===== config.mk =====
export PLATFORM = sky130hd
export DESIGN_NAME = rv32i_memory_stage
export DESIGN_NICKNAME = d
export VERILOG_FILES = /design/src/rtl/rv32i_memory_stage.sv
export SDC_FILE = /design/constraint.sdc
export NUM_CORES = 1
export LEC_CHECK = 0
export CAP_MARGIN = 15
export CORE_MARGIN = 1
export CORE_UTILIZATION = 42
export CTS_CLUSTER_DIAMETER = 30
export DETAILED_ROUTE_END_ITERATION = 16
export PLACE_DENSITY = 0.9
export SYNTH_ARGS = -nofsm -noshare
export SYNTH_HDL_FRONTEND = slang
export SYNTH_SLANG_ARGS = --single-unit

===== constraint.sdc =====
create_clock -name i_clk -period 2.4 [get_ports i_clk]
set_input_delay 0.72 -clock i_clk [delete_from_list [all_inputs] [get_ports i_clk]]
set_output_delay 0.72 -clock i_clk [all_outputs]
set_load 0.02 [all_outputs]

===== src/rtl/rv32i_memory_stage.sv =====
// rv32i_memory_stage: multicycle load/store stage on a req/gnt/rvalid data bus.
// Optional watchdog: define DMEM_TIMEOUT_EN to abort stalled bus transactions.
module rv32i_memory_stage #(
    parameter int WORD_SIZE      = 32,
    parameter int ADDR_WIDTH     = 32,
    parameter int TIMEOUT_CYCLES = 255
) (
    input  logic                  i_clk,
    input  logic                  i_rst,
    input  logic                  i_valid,
    output logic                  o_ready,
    input  logic [1:0]            i_mem_op,
    input  logic [2:0]            i_funct3,
    input  logic [WORD_SIZE-1:0]  i_alu_result,
    input  logic [WORD_SIZE-1:0]  i_store_data,
    input  logic [4:0]            i_rd_addr,
    input  logic                  i_rd_wr,
    output logic                  o_dmem_req,
    output logic                  o_dmem_we,
    output logic [ADDR_WIDTH-1:0] o_dmem_addr,
    output logic [3:0]            o_dmem_be,
    output logic [WORD_SIZE-1:0]  o_dmem_wdata,
    input  logic                  i_dmem_gnt,
    input  logic                  i_dmem_rvalid,
    input  logic [WORD_SIZE-1:0]  i_dmem_rdata,
    output logic                  o_valid,
    output logic [WORD_SIZE-1:0]  o_rf_wr_data,
    output logic [4:0]            o_rf_wr_addr,
    output logic                  o_rf_wr_en,
    output logic                  o_misaligned,
    output logic                  o_bus_err
);
    typedef enum logic [1:0] {IDLE, REQ, WAIT, DONE} state_t;
    localparam logic [1:0] OP_NONE = 2'd0, OP_LOAD = 2'd1, OP_STORE = 2'd2;
    state_t state_q, state_d;
    logic [1:0] op_q, op_d, in_op;
    logic [2:0] f3_q, f3_d;
    logic [WORD_SIZE-1:0] res_q, res_d, sdata_q, sdata_d, ext;
    logic [4:0] rd_q, rd_d;
    logic rd_wr_q, rd_wr_d, mis_q, mis_d, err_q, err_d;
    logic in_mis, req, done;
    logic [7:0] lane_b;
    logic [15:0] lane_h;
`ifdef DMEM_TIMEOUT_EN
    logic [15:0] cnt_q, cnt_d;
    logic timeout;
    assign timeout = cnt_q == 16'(TIMEOUT_CYCLES - 1);
`else
    logic unused_timeout;
    assign unused_timeout = TIMEOUT_CYCLES != 0;
`endif

    // decode the offered op and select/extend the load lane from the bus
    always_comb begin
        in_op  = i_mem_op == 2'd3 ? OP_NONE : i_mem_op;
        in_mis = in_op != OP_NONE && (i_funct3[1:0] == 2'b01 ? i_alu_result[0]
                                     : i_funct3[1:0] != 2'b00 && i_alu_result[1:0] != 2'b00);
        lane_b = 8'(i_dmem_rdata >> {res_q[1:0], 3'b000});
        lane_h = res_q[1] ? i_dmem_rdata[31:16] : i_dmem_rdata[15:0];
        ext    = f3_q == 3'b000 ? {{24{lane_b[7]}}, lane_b}
               : f3_q == 3'b001 ? {{16{lane_h[15]}}, lane_h}
               : f3_q == 3'b100 ? {24'b0, lane_b}
               : f3_q == 3'b101 ? {16'b0, lane_h} : i_dmem_rdata;
    end

    // next-state and captured-operation update
    always_comb begin
        state_d = state_q;
        op_d    = op_q;
        f3_d    = f3_q;
        res_d   = res_q;
        sdata_d = sdata_q;
        rd_d    = rd_q;
        rd_wr_d = rd_wr_q;
        mis_d   = mis_q;
        err_d   = err_q;
        case (state_q)
            IDLE: if (i_valid) begin
                op_d    = in_op;
                f3_d    = i_funct3;
                res_d   = i_alu_result;
                sdata_d = i_store_data;
                rd_d    = i_rd_addr;
                rd_wr_d = i_rd_wr;
                mis_d   = in_mis;
                err_d   = 1'b0;
                state_d = in_op == OP_NONE || in_mis ? DONE : REQ;
            end
            REQ: if (i_dmem_gnt) state_d = op_q == OP_LOAD ? WAIT : DONE;
            WAIT: if (i_dmem_rvalid) begin
                res_d   = ext;
                state_d = DONE;
            end
            default: state_d = IDLE;
        endcase
`ifdef DMEM_TIMEOUT_EN
        if (timeout && state_d == state_q && (state_q == REQ || state_q == WAIT)) begin
            state_d = DONE;
            err_d   = 1'b1;
        end
        cnt_d = (state_q == REQ || state_q == WAIT) && state_d == state_q ? cnt_q + 16'd1 : 16'd0;
`endif
    end

    // state and operation registers
    always_ff @(posedge i_clk) begin
        if (i_rst) begin
            state_q <= IDLE;
            op_q    <= '0;
            f3_q    <= '0;
            res_q   <= '0;
            sdata_q <= '0;
            rd_q    <= '0;
            rd_wr_q <= 1'b0;
            mis_q   <= 1'b0;
            err_q   <= 1'b0;
`ifdef DMEM_TIMEOUT_EN
            cnt_q   <= '0;
`endif
        end else begin
            state_q <= state_d;
            op_q    <= op_d;
            f3_q    <= f3_d;
            res_q   <= res_d;
            sdata_q <= sdata_d;
            rd_q    <= rd_d;
            rd_wr_q <= rd_wr_d;
            mis_q   <= mis_d;
            err_q   <= err_d;
`ifdef DMEM_TIMEOUT_EN
            cnt_q   <= cnt_d;
`endif
        end
    end

    assign req          = state_q == REQ;
    assign done         = state_q == DONE;
    assign o_ready      = state_q == IDLE;
    assign o_dmem_req   = req;
    assign o_dmem_we    = req && op_q == OP_STORE;
    assign o_dmem_addr  = req ? {res_q[ADDR_WIDTH-1:2], 2'b00} : '0;
    assign o_dmem_be    = !req ? 4'b0000
                        : f3_q[1:0] == 2'b00 ? 4'b0001 << res_q[1:0]
                        : f3_q[1:0] == 2'b01 ? 4'b0011 << res_q[1:0] : 4'b1111;
    assign o_dmem_wdata = !o_dmem_we ? '0
                        : f3_q[1:0] == 2'b00 ? {4{sdata_q[7:0]}}
                        : f3_q[1:0] == 2'b01 ? {2{sdata_q[15:0]}} : sdata_q;
    assign o_valid      = done;
    assign o_rf_wr_en   = done && rd_wr_q && rd_q != 5'd0 && !mis_q && !err_q && op_q != OP_STORE;
    assign o_rf_wr_data = done && rd_q != 5'd0 ? res_q : '0;
    assign o_rf_wr_addr = done ? rd_q : '0;
    assign o_misaligned = done && mis_q;
`ifdef DMEM_TIMEOUT_EN
    assign o_bus_err    = done && err_q;
`else
    assign o_bus_err    = 1'b0;
`endif
endmodule


==> results of run 1 <==
[cells by family (layout without fill, tap and decap cells)]
| family | count (synthesis) | after routing | share of synthesized area (%) |
|---|---|---|---|
| multiplexers | 24 | 24 | 5.62 |
| AND/OR/NAND/NOR | 298 | 298 | 29.6 |
| AO/OA/AOI/OAI | 164 | 164 | 22.5 |
| buffers and inverters | 69 | 298 | 6.43 |
| other | 1 | 3 | 0.0790 |
| flip-flops | 78 | 78 | 32.9 |
| adder cells (fa/ha/maj) | 11 | 11 | 2.90 |
[registers in the layout, summed over array words and instances (netlist names)]
| name | count |
|---|---|
| f3_q | 3 |
| res_q | 32 |
| rd_q | 5 |
| op_q | 2 |
| mis_q | 1 |
| state_q | 2 |
| sdata_q | 32 |
| rd_wr_q | 1 |
[stage by stage]
stage / instance area, µm² / hold WS, ns
after global routing: 7670 / 0.477
after CTS: 7470 / 0.456
after detailed placement: 7290 / 0.448
after global placement: 7290 / 0.441
final: 7670 / 0.458
after floorplan: 4760 / 0.431
[where the power goes]
group	switching (mW)	total, mW	internal [mW]
registers	0.322	2.00	1.68
logic	1.86	3.33	1.46
clock network	0.584	1.51	0.921
total	2.77	6.83	4.06
[layer usage]
metal | vias to the layer above | global-route usage (%) | share of wire, % | routed length (µm)
met3 | 54 | 9.10 | 9.8 | 1800
met4 | 0 | 13.5 | 3.9 | 720
li1 | 2631 | - | - | -
met1 | 2541 | 34.2 | 37 | 6780
met2 | 309 | 53.4 | 49 | 8990
met5 | - | 0 | 0 | 0
[cell type report]
type	count	area, µm²	area share [%]
Clock buffer	10	229	2.99
Clock inverter	6	93.8	1.22
Inverter	11	41.3	0.538
Multi-Input combinational cell	500	3020	39.4
Sequential cell	78	1570	20.5
Tap cell	140	175	2.28
Timing Repair Buffer	271	2540	33.1
[worst reg2reg max path, cell delays in order (launching register included)]
cell and delay, ns:
dfxtp_2 0.34, buf_12 0.14, buf_4 0.15, buf_4 0.14
buf_4 0.17, nand2b_2 0.29, a21oi_4 0.29, o21ai_0 0.14
o221ai_1 0.25, a311oi_1 0.14
[synthesized netlist by cell type (2+ instances only)]
master     instances
buf_6              2
a21oi_2            2
nor2b_1            6
o221ai_1           3
clkbuf_1          38
ha_1              11
and2_1            69
buf_4              4
a31oi_1            2
a211o_1            2
inv_1             10
a21oi_1           80
buf_2             13
nand2b_1           9
o21a_1             5
o31ai_1           16
a211oi_1          10
nand3b_1           4
nand3_1            4
or2_2              2
a22oi_1            9
mux2i_1           21
mux4_2             2
and3_1             8
nor2_1            65
o21ai_0            2
a311oi_1           7
o2111ai_1          4
nand2_1          125
a22o_1             8
a21o_1            10
dfxtp_1           78
[worst paths after layout]
kind               startpoint                to  slack [ns]  cells after the start
setup / recovery      rd_q[0]  o_rf_wr_data[25]       -0.25                      5
hold / removal    sdata_q[19]       sdata_q[19]        0.46                      2
setup reg to reg      f3_q[0]          res_q[0]        0.23                      9
hold reg to reg   sdata_q[19]       sdata_q[19]        0.46                      2
[what timing repair did]
action                     in CTS  in global routing
buffers inserted                5                  0
pin swaps                       3                 12
setup endpoints to repair     109                101
resized for setup             292                111
gates cloned                    0                  3
hold buffers                    0                  0
==> results.md, run 1 <==
* Vias at 5535
* Synth unique cells at 46
* Worst Path Class, Setup: reg2out
* Initial antenna violation count at 0
* Clock buffer count from CTS at 9
* Cell Rows at 38
* Slew headroom at 41.2%
* Grt total ovfl at 0
* Sequential share of the synthesized area at 32.9%
* Worst-path clk slew at 0.06 ns
* Gpl congestion at 0.920
* Hold Crit Class: reg2reg
* RSZ-0062 raised after global routing: yes
* Status: complete, but fails checks
* Ys Warns at 0
* Deepest clock path buffer count at 2
* Crit-path leading delay family: simple AND/OR/NAND/NOR gates
* DP Wirelength at 12900 µm
* Most common cell after layout, fill and taps aside: nand2_1
* Endpoints failing setup at 33
* CORE AREA at 0.0109 mm²
* Final Max Tran Viols at 0
* Iteration-0 DRC Markers at 338
* Largest net degree at the start of global routing at 50
* # fillers at 901
* WL/cell at 18.0 µm
* Top-area cell type share of the netlist area at 32.9%
* Synthesized cell area at 0.00475 mm²
* Placed cells at 992
* Crit-path slowest cell: or4_4
* Period utilization at 110%
* Post-Route WL at 18300 µm
* First-pass GRT wire length at 27200 µm
* Endpoint class of the critical path: output pin
* Die X at 108 µm
* Largest cells by area after synthesis: dfxtp_1 (33%), nand2_1 (9.9%), and2_1 (9.1%), a21oi_1 (8.4%), nor2_1 (5.1%)
* Post-Layout Cell Count at 1016
* Tmin final at 2.65 ns
* Port Buf Inserts at 220
* Setup crit start kind: register
* Asr flop ratio synth at 0%
* Max-cap violations at 0
* #FFs+latches synth at 78
* Total power at 6.83 mW
* Failing checks: negative setup slack
* Final TNS setup at -7.34 ns
* Pleak at 3.43 nW
* Clock sink count at 78
* EDFF count, synth at 0
* Share of layout cells above drive strength 1 at 21.1%
* Final setup margin at -0.246 ns
* Global-route usage over all layers at 30.5%
* Die H at 108 µm
* Io pins at 224
* CP arrival at 1.93 ns
* Remaining DRCs at 0
* Die area at 0.0117 mm²
* CTS tree: done
* Cell Pwr Density at 891 mW/mm²
* Fin util at 70.1%
* Worst EP required at 1.68 ns
* First drt pass iteration count at 5
* Slowest stage delay, CP at 0.53 ns
* Mean post-synth cell area at 7.36 µm²
* Area added between synthesis and finish at 61.6%
* Cell taking the most area after synthesis: dfxtp_1
* Initial core utilization at 43.4%
* Synthesized netlist cell count at 645
* Final hold viol count at 0
* Worst path bufs/invs at 2
* Main synth FF type: dfxtp_1
* Critical path peak fanout at 8
* Post-Route Skew at 0.00711 ns
* Pre-CTS WS at -0.250 ns
* Peak VDD IR at 0.464 mV
* Slew @ Worst Pin at 0.881 ns
* Vias in the first global route at 5264
* Final nets at 994
* Antenna Nets Post-Route at 0
* Clk Latency, worst-skew pair at 0.34 ns
* CTS root buf: clkbuf_16
* CP Cell Sequence: or4_4, o21a_4, clkbuf_16, and2_4, buf_6
* N_diodes at 0
* Peak Freq at 378 MHz
* Most frequent cells in the layout: nand2_1 (125), clkdlybuf4s50_1 (110), a21oi_1 (80), dfxtp_1 (72), nor2_1 (64)
* Vias per cell at 5.45
* CTS H-Tree Depth at 3
Note: power is estimated with default switching activity, not from simulation.
==> run 2, diff against run 1 <==
--- a/config.mk
+++ b/config.mk
@@ -14,3 +14,4 @@
 export SYNTH_ARGS = -nofsm -noshare
 export SYNTH_HDL_FRONTEND = slang
 export SYNTH_SLANG_ARGS = --single-unit
+export TNS_END_PERCENT = 50
==> results.md, run 2 (synthesized netlist as in run 1, its figures left out) <==
* Status: complete, but fails checks (unchanged)
* Failing checks: negative setup slack (unchanged)
* Hold Crit Class: reg2reg (unchanged)
* Final setup margin at -0.247 ns (was -0.246 ns)
* Worst path bufs/invs at 2 (unchanged)
* Remaining DRCs at 0 (unchanged)
* Final instance area at 0.00763 mm² (was 0.00767 mm²)
* Vias at 5500 (was 5535)
* Final Max Tran Viols at 0 (unchanged)
* Iteration-0 DRC Markers at 339 (was 338)
* Largest regs: res_q (32), sdata_q (32), rd_q (5) (unchanged)
* Peak Freq at 378 MHz (about the same)
* Vias per cell at 5.44 (was 5.45)
* RSZ-0062 raised after global routing: yes (unchanged)
* Gpl congestion at 0.920 (unchanged)
* CP Cell Sequence: or4_4, o21a_4, clkbuf_16, and2_4, buf_6 (unchanged)
* Share of layout cells above drive strength 1 at 20.6% (was 21.1%)
* Setup crit start kind: register (unchanged)
* CTS H-Tree Depth at 3 (unchanged)
* First drt pass iteration count at 5 (unchanged)
* Initial core utilization at 43.4% (unchanged)
* Max-cap violations at 0 (unchanged)
* Critical path peak fanout at 8 (unchanged)
* Initial antenna violation count at 0 (unchanged)
* Worst-path clk slew at 0.06 ns (about the same)
* Area added between synthesis and finish at 60.8% (was 61.6%)
* Period utilization at 110% (about the same)
* Slew @ Worst Pin at 0.858 ns (was 0.881 ns)
* Cell Pwr Density at 890 mW/mm² (was 891 mW/mm²)
* Tmin final at 2.65 ns (about the same)
* Vias in the first global route at 5200 (was 5264)
* Worst EP required at 1.68 ns (about the same)
* Most common cell after layout, fill and taps aside: nand2_1 (unchanged)
* CP arrival at 1.93 ns (about the same)
* CTS root buf: clkbuf_16 (unchanged)
* CTS tree: done (unchanged)
* Pleak at 3.40 nW (was 3.43 nW)
* Slew headroom at 42.7% (was 41.2%)
* WL/cell at 17.9 µm (was 18.0 µm)
* Dpl cell area at 0.00729 mm² (unchanged)
* N_diodes at 0 (unchanged)
* Clock buffer count from CTS at 9 (unchanged)
* CORE AREA at 0.0109 mm² (unchanged)
* Port Buf Inserts at 220 (unchanged)
* Peak VDD IR at 0.458 mV (was 0.464 mV)
* Die H at 108 µm (unchanged)
* Antenna Nets Post-Route at 0 (unchanged)
* Die X at 108 µm (unchanged)
* Crit-path leading delay family: simple AND/OR/NAND/NOR gates (unchanged)
* First-pass GRT wire length at 27000 µm (was 27200 µm)
* Worst Path Class, Setup: reg2out (unchanged)
* Final hold viol count at 0 (unchanged)
* Clk Latency, worst-skew pair at 0.33 ns (was 0.34 ns)
* Die area at 0.0117 mm² (unchanged)
* Cell Rows at 38 (unchanged)
* DP Wirelength at 12900 µm (unchanged)
* Final TNS setup at -7.23 ns (was -7.34 ns)
* Setup bufs post-CTS at 0 (was 5)
* Io pins at 224 (unchanged)
* Global-route usage over all layers at 30.2% (was 30.5%)
* Slowest stage delay, CP at 0.53 ns (about the same)
* Endpoints failing setup at 33 (unchanged)
* Largest net degree at the start of global routing at 50 (unchanged)
* Clock sink count at 78 (unchanged)
* Post-Route Skew at 0.00561 ns (was 0.00711 ns)
* Post-Route WL at 18100 µm (was 18300 µm)
* Most frequent cells in the layout: nand2_1 (125), clkdlybuf4s50_1 (110), a21oi_1 (80), dfxtp_1 (72), nor2_1 (64) (unchanged)
* Grt total ovfl at 0 (unchanged)
* Deepest clock path buffer count at 2 (unchanged)
* Endpoint class of the critical path: output pin (unchanged)
* Final nets at 989 (was 994)
* Crit-path slowest cell: or4_4 (unchanged)
run 2: worst paths after layout:
check / startpoint / to / slack [ns] / cells after the start
max: rd_q[0] / o_rf_wr_data[25] / -0.25 / 5
min: sdata_q[19] / sdata_q[19] / 0.46 / 2
min reg2reg: sdata_q[19] / sdata_q[19] / 0.46 / 2
max reg2reg: f3_q[1] / res_q[8] / 0.29 / 6
run 2: power by group:
group	switching, mW	total [mW]	internal, mW
registers	0.323	2.00	1.68
logic	1.85	3.29	1.44
clock network	0.578	1.50	0.921
total	2.75	6.79	4.04
run 2: repair_timing:
item	CTS	global route
gates cloned	0	3
resized for setup	292	111
hold buffers	0	0
endpoints found under the setup margin	109	94
pin swaps	3	11
run 2: through the flow:
step / power (mW) / cells / hold WS (ns) / worst slack [ns] / util (%)
3_3_place_gp: 5.15 / 992 / 0.441 / -0.183 / 66.7
4_1_cts: 6.70 / 1008 / 0.456 / -0.235 / 67.9
2_1_floorplan: 3.94 / 647 / 0.431 / 0.0183 / -
5_1_grt: 7.22 / 1011 / 0.477 / -0.282 / 69.8
6_report: 6.79 / 1011 / 0.458 / -0.247 / 69.8
3_5_place_dp: 5.24 / 992 / 0.448 / -0.250 / 66.7
run 2: cell type report:
type	instances	area, µm²
Clock buffer	10	229
Clock inverter	6	93.8
Fill cell	912	3300
Inverter	11	41.3
Multi-Input combinational cell	500	3020
Sequential cell	78	1570
Tap cell	140	175
Timing Repair Buffer	266	2510
run 2: metal layers:
layer | vias up | wire length, µm | global-route usage (%)
met5 | - | 0 | 0
met4 | 0 | 680 | 13.0
met3 | 48 | 1760 | 9.10
met2 | 310 | 8860 | 52.5
met1 | 2514 | 6810 | 34.1
li1 | 2628 | - | -
run 2: worst reg2reg max path, cell delays in order, from the launching register on:
cell	delay (ns)
dfxtp_2	0.35
buf_4	0.26
nor2b_1	0.72
a22o_1	0.23
a22oi_1	0.09
a211oi_1	0.29
a21o_1	0.11
